===== src/rtl/bank_mode_controller_pkg.sv =====
// bank_mode_controller_pkg
// Shared definitions for the register-bank mode controller and the register
// bank itself.
// Contents:
//   bmc_state_e  - FSM state encoding (USER, ENTER, KERNEL, EXIT)
//   CTRL_*       - register-bank control codes understood by the bank
//   KIND_*       - write-back request kinds issued by the instruction sequencer
//   is_plain_kind / plain_code - helpers for the kinds that only write the bank
package bank_mode_controller_pkg;

  typedef enum logic [1:0] {
    ST_USER   = 2'd0,
    ST_ENTER  = 2'd1,
    ST_KERNEL = 2'd2,
    ST_EXIT   = 2'd3
  } bmc_state_e;

  localparam logic [2:0] CTRL_NONE  = 3'd0;
  localparam logic [2:0] CTRL_ALU   = 3'd1;
  localparam logic [2:0] CTRL_MEM   = 3'd2;
  localparam logic [2:0] CTRL_ENTER = 3'd3;
  localparam logic [2:0] CTRL_EXIT  = 3'd4;
  localparam logic [2:0] CTRL_CPXR  = 3'd5;

  localparam logic [2:0] KIND_PCSP   = 3'd0;
  localparam logic [2:0] KIND_ALU    = 3'd1;
  localparam logic [2:0] KIND_MEM    = 3'd2;
  localparam logic [2:0] KIND_SWI    = 3'd3;
  localparam logic [2:0] KIND_RETURN = 3'd4;
  localparam logic [2:0] KIND_CPXR   = 3'd5;

  // Kinds that are legal in both USER and KERNEL and never change mode.
  function automatic logic is_plain_kind(input logic [2:0] kind);
    return (kind == KIND_PCSP) || (kind == KIND_ALU) ||
           (kind == KIND_MEM)  || (kind == KIND_CPXR);
  endfunction

  // Control code the bank needs for a plain write-back kind.
  function automatic logic [2:0] plain_code(input logic [2:0] kind);
    logic [2:0] code;
    case (kind)
      KIND_ALU:  code = CTRL_ALU;
      KIND_MEM:  code = CTRL_MEM;
      KIND_CPXR: code = CTRL_CPXR;
      default:   code = CTRL_NONE;
    endcase
    return code;
  endfunction

endpackage


===== src/rtl/bank_mode_controller.sv =====
// bank_mode_controller
// Sequences register-bank write-backs and user/kernel mode changes (software
// interrupts, external interrupts and returns).
// Parameters:
//   CTRL_WIDTH  - width of the register-bank control code
//   IRQ_ENABLED - 0 makes irq_req ignored entirely
// Ports:
//   slow_clock  in   sole clock, rising edge
//   reset       in   synchronous active-high reset
//   step        in   write-back request, held until accepted (step & ~busy)
//   wb_kind     in   0 PC/SP, 1 ALU, 2 MEM, 3 SWI, 4 RETURN, 5 CPXR, 6/7 illegal
//   irq_req     in   level-sensitive external interrupt request
//   rb_enable   out  register-bank write enable (one cycle per write-back)
//   rb_control  out  register-bank control code
//   vector_sel  out  selects the IRQ vector for the syscall-code mux
//   irq_ack     out  one-cycle acknowledge of a taken interrupt
//   privileged  out  high while in kernel mode
//   busy        out  high in ENTER and EXIT; steps are not accepted then
//   fault       out  sticky illegal-request flag
module bank_mode_controller
  import bank_mode_controller_pkg::*;
#(
  parameter int CTRL_WIDTH  = 3,
  parameter int IRQ_ENABLED = 1
) (
  input  logic                  slow_clock,
  input  logic                  reset,
  input  logic                  step,
  input  logic [2:0]            wb_kind,
  input  logic                  irq_req,
  output logic                  rb_enable,
  output logic [CTRL_WIDTH-1:0] rb_control,
  output logic                  vector_sel,
  output logic                  irq_ack,
  output logic                  privileged,
  output logic                  busy,
  output logic                  fault
);

  bmc_state_e state;
  logic       accept;
  logic       irq_take;

  assign accept   = step & ~busy;
  assign irq_take = (IRQ_ENABLED != 0) && irq_req;

  // All outputs are registered: every edge computes the next state together
  // with the outputs that belong to that next cycle. The one-shot outputs
  // default to zero so each write-back lasts exactly one cycle. An irq is only
  // looked at in USER, so a request that arrives while a SWI wins, or while in
  // KERNEL/EXIT, stays pending by virtue of being level-sensitive.
  always_ff @(posedge slow_clock) begin
    if (reset) begin
      state      <= ST_USER;
      rb_enable  <= 1'b0;
      rb_control <= '0;
      vector_sel <= 1'b0;
      irq_ack    <= 1'b0;
      privileged <= 1'b0;
      busy       <= 1'b0;
      fault      <= 1'b0;
    end else begin
      rb_enable  <= 1'b0;
      rb_control <= '0;
      vector_sel <= 1'b0;
      irq_ack    <= 1'b0;
      busy       <= 1'b0;
      case (state)
        ST_USER: begin
          privileged <= 1'b0;
          if (accept) begin
            rb_enable <= 1'b1;
            if (is_plain_kind(wb_kind)) begin
              rb_control <= CTRL_WIDTH'(plain_code(wb_kind));
            end else if (wb_kind == KIND_SWI) begin
              state      <= ST_ENTER;
              rb_control <= CTRL_WIDTH'(CTRL_ENTER);
              busy       <= 1'b1;
            end else begin
              fault      <= 1'b1;
              rb_control <= CTRL_WIDTH'(CTRL_NONE);
            end
          end else if (irq_take) begin
            state      <= ST_ENTER;
            rb_enable  <= 1'b1;
            rb_control <= CTRL_WIDTH'(CTRL_ENTER);
            vector_sel <= 1'b1;
            irq_ack    <= 1'b1;
            busy       <= 1'b1;
          end
        end
        ST_ENTER: begin
          state      <= ST_KERNEL;
          privileged <= 1'b1;
        end
        ST_KERNEL: begin
          privileged <= 1'b1;
          if (accept) begin
            rb_enable <= 1'b1;
            if (is_plain_kind(wb_kind)) begin
              rb_control <= CTRL_WIDTH'(plain_code(wb_kind));
            end else if (wb_kind == KIND_RETURN) begin
              state      <= ST_EXIT;
              rb_control <= CTRL_WIDTH'(CTRL_EXIT);
              busy       <= 1'b1;
            end else begin
              fault      <= 1'b1;
              rb_control <= CTRL_WIDTH'(CTRL_NONE);
            end
          end
        end
        ST_EXIT: begin
          state      <= ST_USER;
          privileged <= 1'b0;
        end
        default: begin
          state      <= ST_USER;
          privileged <= 1'b0;
        end
      endcase
    end
  end

endmodule


===== config.mk =====
export PLATFORM = sky130hd
export DESIGN_NAME = bank_mode_controller
export DESIGN_NICKNAME = d
export VERILOG_FILES = /design/src/rtl/bank_mode_controller_pkg.sv /design/src/rtl/bank_mode_controller.sv
export SDC_FILE = /design/constraint.sdc
export NUM_CORES = 1
export LEC_CHECK = 0
export BUFFER_PORTS_ARGS = -buffer_cell sky130_fd_sc_hd__buf_2
export CAP_MARGIN = 20
export CORE_AREA = 2 2 39 41
export DETAILED_ROUTE_END_ITERATION = 6
export DIE_AREA = 0 0 41 43
export PLACE_DENSITY = 0.69
export SLEW_MARGIN = 20
export SYNTH_ARGS = -nofsm -noshare
export SYNTH_HDL_FRONTEND = slang
export SYNTH_SLANG_ARGS = --single-unit

===== constraint.sdc =====
create_clock -name slow_clock -period 3.25 [get_ports slow_clock]
set_input_delay 0.1625 -clock slow_clock [delete_from_list [all_inputs] [get_ports slow_clock]]
set_output_delay 0.1625 -clock slow_clock [all_outputs]
set_load 0.01 [all_outputs]

# --- Yosys cells after proc, flatten, opt, wreduce, memory -nomap -nowiden ---
# Cells that the tools add are included.
classes:
  eq_ne: 18
  muxes: 36
  bitwise: 3
  reduce_logical: 11
ops:
  columns: ["cell", "n"]
  rows:
  - ["two-way mux 2 bit", 9]
  - ["two-way mux 1 bit", 15]
  - ["two-way mux 3 bit", 5]
  - ["!= test 2 bit (second input constant)", 7]
  - ["!= test 3 bit (second input constant)", 3]
  - ["one-hot mux 3 bit (3 select lines)", 1]
  - ["one-hot mux 1 bit (2 select lines)", 4]
  - ["one-hot mux 2 bit (4 select lines)", 1]
  - ["AND reduction 7 bit", 1]
  - ["equality test 3 x 2 -> 1 bit (second input constant)", 2]
  - ["equality test 3 bit (second input constant)", 2]
  - ["one-hot mux 3 bit (2 select lines)", 1]
  - ["AND reduction 6 bit", 1]
  - ["equality test 2 bit (second input constant)", 2]
  - ["OR reduction 2 bit", 2]
  - ["equality test 3 x 1 -> 1 bit (second input constant)", 1]
  - ["logical NOT 3 bit", 1]
  - ["logical OR 1 bit", 3]
  - ["OR reduction 3 bit", 1]
  - ["equality test 2 x 1 -> 1 bit (second input constant)", 1]
  - ["logical NOT 2 bit", 1]
  - ["inverter 1 bit", 2]
  - ["nonzero test 2 bit", 1]
  - ["AND 1 bit", 1]
word_totals:
  regBits: 10
  input_bits: 7
  out_inout_bits: 9
  word_cells: 75

# --- Depth between registers and ports, before layout ---
# Gate-level depths: netlist (run 1).
depth:
  word_depth: 7
  depth_mapped: 7

# --- Worst setup path after synthesis (run 1) ---
# Ideal clock, no wire load.
synth_timing:
  path_type: "reg-to-reg"
  startpoint: "register state[0]"
  endpoint: "register state[1]"
  setup_ns: 0.121
  arrival_ns: 1.250
  required_ns: 3.129
  slack_ns: 1.879
  path_stages_with_launch: 8
  n_path_buf: 1
  period_less_slack_ns: 1.371
  cell_sequence: "dfxtp_1 inv_1 ha_1 buf_2 inv_1 a221oi_2 a21oi_2 mux2_4"
synth_via:
  elab_chain_cells: 3
  word_cells_on_any_way: 12
synth_rtl:
  columns: ["element", "line", "source"]
  rows:
  - ["start: declaration", "bank_mode_controller.sv:40", "bmc_state_e state;"]
  - ["start signal: assignment", "bank_mode_controller.sv:54", "state <= ST_USER;"]
  - ["start signal: assignment", "bank_mode_controller.sv:76", "state <= ST_ENTER;"]
  - ["start signal: assignment", "bank_mode_controller.sv:84", "state <= ST_ENTER;"]
  - ["equality test 2 bit / logical NOT 2 bit (equally long branches)", "bank_mode_controller.sv:68", "case (state)"]
  - ["!= test 2 bit (no source line) / != test 3 bit (equally long branches)", null, null]
  - ["AND reduction 6 bit (no source line)", null, null]
# Parallel ways exist; a longest one is shown, timed or not.
# A chain may end at the register's enable or synchronous reset.

# --- Worst setup path in the final report (run 1) ---
layout_timing:
  startpoint: "register state[1]"
  endpoint: "register state[1]"
# The elaborated chain is that of the path after synthesis.

==> impl_metrics.yaml, run 1 <==
run_status:
  status: "finished, final reports clean"
final_layout:
  final.fill_count: 154
  antenna_cells_inserted: 0
  post_layout_nonfiller_instances: 84
  design_area_sq_um: 592
  nets: 79
  area_growth_pct: 21.6
  drive_above_1_share_pct: 33.8
worst_setup_path:
  criticalPathCategory: "reg -> reg"
  end_kind: "flop"
  cp_max_fo: 9
  cp_data_arrival_time_ns: 1.73
  timing.critical_path.cells: "inv_1 -> ha_1 -> inv_1 -> a221oi_2 -> a21oi_2 -> mux2_4"
  timing.critical_path.required_ns: 3.41
  startpoint_type: "flop"
  slowest_stage: "dfxtp_1"
  cp_common_cell: "inv_1"
  maximum_cell_stage_delay_along_the_critical_path_ns: 0.31
power:
  vdd_ir_drop_max_mv: 0.265
  cell_internal_pwr_uw: 302
  power.switching_uw: 184
  pwr_density_cell_mw_per_mm2: 820
  share_clk_of_total_power_pct: 18.0
  power.switching_fraction_pct: 37.9
  leakagePower_uw: 0.000273
  comb_power_share_pct: 46.1
  seq_power_share_pct: 35.9
timing:
  worst_slew_margin_rel_pct: 81.1
  drv_slew: 0
  clock.fmax_mhz: 637
  hold_viol: 0
  setup_slack_ns: 1.68
  timing_worst_slew_pin_value_ns: 0.283
  fin_worst_skew_ns: 0.00576
  hold_slack_ns: 0.163
  fin_crit_ns: 1.57
  final.setup.tns_ns: 0
  rsz0062_at_grt: "no"
  finalCritPeriodShare_pct: 48.3
  final-setup-viol-count: 0
synth:
  post_syn_area_sq_um: 487
  ys_async_sr_fraction_pct: 0
  synth.yosys.warnings: 0
  synth.avg_cell_area_sq_um: 9.36
  post_synth_num_cell_types: 24
  syn_nets: 61
  synth_top_area_share_pct: 41.1
  syn_inst: 52
  yosysMostFrequentCell: "dfxtp_1"
  synth_edf_count: 0
  netlist_top_cells_area: "dfxtp_1 41%, ha_1 5.1%, o21ai_0 5.1%, nor2b_1 3.9%, and4bb_4 3.3%"
  number_of_synthesized_register_bits: 10
  netlist.top_cell.by_area: "dfxtp_1"
  ys_seq_area_share_pct: 41.1
  synth_flop_cell: "dfxtp_1"
  synth_top_cells_by_count: "10 x dfxtp_1, 5 x o21ai_0, 4 x inv_1, 4 x nor2_1"
cts:
  holdBufCountCts: 0
  clkTransAtPathRegs_ns: 0.06
  cts_root_buffer: "clkbuf_4"
  resize_count_post_cts: 0
  tritoncts: "yes"
  cts_max_level: 1
  clock_insertion_delay_at_the_later_pin_of_the_skew_report_ns: 0.27
  numCtsBuffers: 3
  clock_sink_count: 10
  postCtsSetupBuffers: 0
  clk_path_buf_depth: 2
placed_design:
  place_congestion: 0.762
  dp_worst_setup_slack_ns: 1.72
  placed_cells_incl_taps: 81
  hpwlAfterDp_um: 731
  placed_area_sq_um: 569
  numPortBuffers: 15
global_routing:
  first_global_vias: 400
  grt_overflow_total: 0
  grt_first_pass_wirelength_mm: 1.63
  track_usage_pct: 14.0
  initial_antenna_violation_count: 0
  grt_max_degree: 10
floorplanning:
  fp.dieW_um: 41
  floorplan.rows: 14
  design.portCount: 16
  die_area_sq_mm: 0.00176
  chipHeight_um: 43
  initial_utilization_pct: 35.2
  fp.coreArea_sq_mm: 0.00138
route:
  ant_nets: 0
  detail_route.wirelength_mm: 1.06
  drt_iter0_markers: 6
  num_vias: 449
  drtPass1Iterations: 4
  detail_route.vias_per_cell: 5.35
  routedWlPerCell_um: 12.6
  drt_drc_violations_left: 0
worst_hold_path:
  hold_path.class: "in -> reg"
run:
  max-cap-violations: 0
state kept, by name (all words and copies together), names as in the netlist:
signal	flops
rb_control	3
fault	1
irq_ack	1
rb_enable	1
privileged	1
state	2
busy	1
worst max-delay path: cells and delay by family (launching register included):
kind | cells | cell delay, ns
adder cells (fa/ha/maj) | 1 | 0.30
AO/OA/AOI/OAI | 2 | 0.34
flip-flops | 1 | 0.31
multiplexers | 1 | 0.30
buffers and inverters | 2 | 0.20
per-layer routing:
metal  GRT usage (%)  routed length, um
met1            13.2                414
met2            24.1                542
met3            4.71                 69
met4            8.00                 29
met5               0                  0
power by group through the flow:
stage | sequential, uW | combinational (uW) | clock (uW)
after global routing | 181 | 248 | 93.7
final | 174 | 224 | 87.6
after CTS | 175 | 223 | 86.8
after floorplan | 190 | 149 | 0
after detailed placement | 178 | 219 | 0
after global placement | 176 | 215 | 0
path summary, 6_finish.rpt:
kind	depth (start not counted)	start	slack, ns	endpoint
setup reg to reg	6	state[1]	1.68	state[1]
setup / recovery	6	state[1]	1.68	state[1]
hold reg to reg	1	state[0]	0.47	state[0]
hold / removal	2	reset	0.16	rb_control[1]
cell type report:
| cell class | count | area, sq um | share of cell area (%) |
|---|---|---|---|
| timing repair buffer | 15 | 75.1 | 12.7 |
| sequential | 10 | 200 | 33.8 |
| multi-input combinational | 36 | 259 | 43.8 |
| tap | 16 | 20.0 | 3.38 |
| clock buffer | 3 | 22.5 | 3.81 |
| inverter | 4 | 15.0 | 2.54 |
placed cells by master, fill, tap and decap left out, types with 2 or more instances in the layout:
master	n
buf_2	15
dfxtp_1	10
o21ai_0	5
inv_1	4
nor2_1	4
nand2_1	3
nor2b_1	3
a21oi_1	3
clkbuf_4	3
nand2b_1	2
a21boi_0	2
ha_1	2
through the flow:
stage	util [%]	total power, uW
finish	42.8	485
global route	42.8	522
CTS	42.8	484
detailed placement	41.1	396
global placement	41.1	390
floorplan	-	340
kinds of logic (layout without fill, tap and decap cells):
| kind of cell | Yosys count | after routing | synth area share [%] |
|---|---|---|---|
| AO/OA/AOI/OAI | 17 | 17 | 24.7 |
| adder cells (fa/ha/maj) | 2 | 2 | 5.14 |
| buffers and inverters | 6 | 22 | 5.65 |
| flip-flops | 10 | 10 | 41.1 |
| multiplexers | 1 | 1 | 3.08 |
| AND/OR/NAND/NOR | 16 | 16 | 20.3 |
(Power assumes the default switching activity.)
==> inputs of run 2 (changes only) <==
==> constraint.sdc (replaced) <==
create_clock -name slow_clock -period 1.6 [get_ports slow_clock]
set_input_delay 0.08 -clock slow_clock [delete_from_list [all_inputs] [get_ports slow_clock]]
set_output_delay 0.08 -clock slow_clock [all_outputs]
set_load 0.01 [all_outputs]
==> impl_metrics.yaml, run 2 (synthesis results as in run 1) <==
run_status:
  status: "finished, final reports clean"
route:
  drtPass1Iterations: 4
  ant_nets: 0
  drt_drc_violations_left: 0
  routedWlPerCell_um: 10.5
  detail_route.wirelength_um: 900
  num_vias: 435
  drt_iter0_markers: 10
  detail_route.vias_per_cell: 5.06
timing:
  fin_worst_skew_ns: 0.00143
  final-setup-viol-count: 0
  drv_slew: 0
  clock.fmax_mhz: 747
  finalCritPeriodShare_pct: 83.7
  fin_crit_ns: 1.34
  setup_slack_ns: 0.261
  hold_slack_ns: 0.0710
  rsz0062_at_grt: "no"
  timing_worst_slew_pin_value_ns: 0.218
  hold_viol: 0
  worst_slew_margin_rel_pct: 85.4
  final.setup.tns_ns: 0
placed_design:
  placed_cells_incl_taps: 82
  place_congestion: 0.728
  dp_worst_setup_slack_ns: 0.276
  numPortBuffers: 15
  hpwlAfterDp_um: 690
  placed_area_sq_um: 577
global_routing:
  grt_first_pass_wirelength_mm: 1.50
  track_usage_pct: 12.7
  grt_overflow_total: 0
  grt_max_degree: 9
  first_global_vias: 384
  initial_antenna_violation_count: 0
floorplanning:
  design.portCount: 16
  floorplan.rows: 14
  initial_utilization_pct: 35.2
  fp.dieW_um: 41
  chipHeight_um: 43
  fp.coreArea_sq_mm: 0.00138
  die_area_sq_mm: 0.00176
worst_setup_path:
  worst-path-stages: 4
  path_delay_family: "compound AO/OA/AOI/OAI gates"
  maximum_cell_stage_delay_along_the_critical_path_ns: 0.34
  worstRegToRegCells: 4
  critical_path_buf_inv_count: 0
  timing.critical_path.cells: "nand2b_1 -> a221oi_2 -> a21oi_2 -> mux2_4"
  criticalPathCategory: "reg -> reg"
  cp_data_arrival_time_ns: 1.50
  timing.critical_path.required_ns: 1.76
  end_kind: "flop"
  cp_max_fo: 5
  slowest_stage: "dfxtp_1"
  startpoint_type: "flop"
final_layout:
  largest_register_ff_count: 3
  post_layout_nonfiller_instances: 86
  most_used_cells_in_the_layout_excluding_fill_and_tap_cells: "15 x buf_2, 10 x dfxtp_1, 5 x o21ai_0"
  final.fill_count: 137
  top_register: "rb_control"
  layout.cells.most_common: "buf_2"
  area_growth_pct: 26.0
  design_area_sq_um: 613
  nets: 80
  sequential_cell_area_sq_um: 200
  drive_above_1_share_pct: 35.7
  multiInputGateArea_sq_um: 259
  antenna_cells_inserted: 0
  top_regs: "rb_control x3, state x2"
worst_hold_path:
  whs_path_depth: 2
  hold_path.class: "in -> reg"
cts:
  tritoncts: "yes"
  clk_path_buf_depth: 2
  clock_sink_count: 10
  cts_max_level: 1
  holdBufCountCts: 0
  resize_count_post_cts: 0
  cts_root_buffer: "clkbuf_4"
  clock_insertion_delay_at_the_later_pin_of_the_skew_report_ns: 0.27
  clkTransAtPathRegs_ns: 0.07
  postCtsSetupBuffers: 0
  numCtsBuffers: 3
power:
  leakagePower_uw: 0.000285
  vdd_ir_drop_max_mv: 0.573
  pwr_density_cell_mw_per_mm2: 1710
run:
  max-cap-violations: 0
## run 2: worst reg2reg max path, stage by stage (launching register included)
cell and delay, ns:
dfxtp_1 0.34, nand2b_1 0.21, a221oi_2 0.31, a21oi_2 0.07, mux2_4 0.30
## run 2: cell type report
class                           instances  share of cell area (%)
Inverter                                4                    2.45
Clock buffer                            4                    5.92
Multi-Input combinational cell         36                    42.2
Sequential cell                        10                    32.7
Tap cell                               16                    3.27
Timing Repair Buffer                   16                    13.5
## run 2: metrics by stage
step	total power, uW	utilization (%)
floorplan	690	-
global placement	818	41.7
detailed placement	823	41.7
CTS	1060	44.3
global route	1140	44.3
finish	1050	44.3
## run 2: final timing paths
kind / start / end / slack, ns
setup / recovery: busy / state[1] / 0.26
hold / removal: reset / rb_control[1] / 0.07
setup reg to reg: busy / state[1] / 0.26
hold reg to reg: state[0] / state[0] / 0.48
## run 2: per-layer routing
metal	vias up	GRT usage (%)	wire length [um]
met5	-	0	0
met4	0	8.00	14
met3	2	4.71	57
met2	19	19.7	463
met1	193	13.5	364
li1	221	-	-
## run 2: report_power, final
group | switching, uW | internal (uW)
sequential | 29.4 | 325
combinational | 246 | 215
clock | 91.3 | 138
==> inputs of run 3 (changes only) <==
--- a/config.mk
+++ b/config.mk
@@ -10,7 +10,7 @@
 export CORE_AREA = 2 2 39 41
 export DETAILED_ROUTE_END_ITERATION = 6
 export DIE_AREA = 0 0 41 43
-export PLACE_DENSITY = 0.69
+export PLACE_DENSITY = 0.71
 export SLEW_MARGIN = 20
 export SYNTH_ARGS = -nofsm -noshare
 export SYNTH_HDL_FRONTEND = slang
==> constraint.sdc (replaced) <==
create_clock -name slow_clock -period 1.1 [get_ports slow_clock]
set_input_delay 0.055 -clock slow_clock [delete_from_list [all_inputs] [get_ports slow_clock]]
set_output_delay 0.055 -clock slow_clock [all_outputs]
set_load 0.01 [all_outputs]
==> impl_metrics.yaml, run 3 (synthesis results as in run 1) <==
cts:
  clkTransAtPathRegs_ns: 0.06
  numCtsBuffers: 3
  cts_root_buffer: "clkbuf_4"
  clock_sink_count: 10
  cts_max_level: 1
  tritoncts: "yes"
  clk_path_buf_depth: 2
  clock_insertion_delay_at_the_later_pin_of_the_skew_report_ns: 0.26
  holdBufCountCts: 0
route:
  ant_nets: 0
  detail_route.wirelength_mm: 1.11
  drt_drc_violations_left: 0
  drt_iter0_markers: 8
  routedWlPerCell_um: 11.7
  num_vias: 473
  detail_route.vias_per_cell: 4.98
  drtPass1Iterations: 4
worst_setup_path:
  timing.critical_path.cells: "and4bb_1 -> nand2b_1 -> a21oi_2 -> mux2_4"
  timing.critical_path.required_ns: 1.25
  maximum_cell_stage_delay_along_the_critical_path_ns: 0.33
  slowest_stage: "dfxtp_2"
  criticalPathCategory: "reg -> reg"
  startpoint_type: "flop"
  end_kind: "flop"
  cp_max_fo: 4
  critical_path_buf_inv_count: 0
  cp_data_arrival_time_ns: 1.42
  path_delay_family: "simple AND/OR/NAND/NOR gates"
floorplanning:
  fp.dieW_um: 41
  die_area_sq_mm: 0.00176
  initial_utilization_pct: 35.2
  chipHeight_um: 43
  design.portCount: 16
  fp.coreArea_sq_mm: 0.00138
  floorplan.rows: 14
run:
  max-cap-violations: 0
worst_hold_path:
  hold_path.class: "in -> reg"
global_routing:
  first_global_vias: 457
  grt_max_degree: 9
  grt_overflow_total: 0
  grt_first_pass_wirelength_mm: 1.86
  track_usage_pct: 15.8
  initial_antenna_violation_count: 0
power:
  vdd_ir_drop_max_mv: 1.22
  power.switching_uw: 712
  seq_power_share_pct: 27.3
  share_clk_of_total_power_pct: 12.1
  comb_power_share_pct: 60.5
  leakagePower_uw: 0.000347
  pwr_density_cell_mw_per_mm2: 2480
  power.switching_fraction_pct: 36.4
  cell_internal_pwr_uw: 1240
final_layout:
  finish.utilization_pct: 57.1
  drive_above_1_share_pct: 65.8
  top_register: "rb_control"
  nets: 90
  most_used_cells_in_the_layout_excluding_fill_and_tap_cells: "15 x buf_2, 7 x dfxtp_1, 7 x buf_4"
  layout.cells.most_common: "buf_2"
  design_area_sq_um: 790
  area_growth_pct: 62.2
  antenna_cells_inserted: 0
  largest_register_ff_count: 3
  top_regs: "rb_control x3, state x2"
placed_design:
  hpwlAfterDp_um: 804
  place_congestion: 0.766
  numPortBuffers: 15
  placed_area_sq_um: 648
timing:
  hold_slack_ns: 0.0920
  worst_slew_margin_rel_pct: 85.5
  finalCritPeriodShare_pct: 116
  setup_slack_ns: -0.174
  timing_worst_slew_pin_value_ns: 0.218
  drv_slew: 0
  clock.fmax_mhz: 785
  hold_viol: 0
  final-setup-viol-count: 5
  fin_crit_ns: 1.27
  fin_worst_skew_ns: 0.00215
  rsz0062_at_grt: "yes"
run_status:
  violations_in_the_final_reports: "negative setup slack"
  status: "finished, violations left"
==> run 3: final timing paths <==
kind         startpoint         to  slack [ns]  cells after the start
max                busy   state[1]       -0.17                      4
min               reset  rb_enable        0.09                      2
min reg2reg       fault      fault        0.46                      2
max reg2reg        busy   state[1]       -0.17                      4
==> run 3: power groups by stage <==
stage          sequential [uW]  clock, uW  combinational [uW]
2_1_floorplan              577          0                 537
3_3_place_gp               535          0                 833
3_5_place_dp               532          0                 848
4_1_cts                    533        249                1050
5_1_grt                    549        266                1300
6_report                   534        237                1180
==> run 3: layout make-up <==
type,instances,area [sq um]
fillers,114,594
well taps,16,20.0
multi-input cells,36,342
flip-flops and latches,10,204
clock buffers,3,22.5
inverters,4,20.0
repair buffers,26,181
==> run 3: routing by layer <==
| layer | track usage, % | up-vias | wire (um) |
|---|---|---|---|
| met5 | 0 | - | 0 |
| met4 | 4.00 | 0 | 6 |
| met3 | 9.42 | 2 | 66 |
| met2 | 25.6 | 11 | 648 |
| met1 | 16.6 | 220 | 388 |
| li1 | - | 240 | - |
==> run 3: through the flow <==
| stage | setup TNS, ns | total power [uW] | setup WS [ns] | std cells |
|---|---|---|---|---|
| after floorplan | -0.253 | 1110 | -0.186 | 52 |
| after CTS | -0.350 | 1830 | -0.175 | 94 |
| final | -0.396 | 1960 | -0.174 | 95 |
| after global routing | -0.638 | 2110 | -0.216 | 95 |
| after global placement | -0.511 | 1370 | -0.163 | 89 |
| after detailed placement | -0.553 | 1380 | -0.169 | 89 |
==> run 3: timing repair <==
action	4_1_cts	5_1_grt
setup buffers	2	1
pin swaps	9	7
gates resized for setup	17	7
setup endpoints to repair	6	6
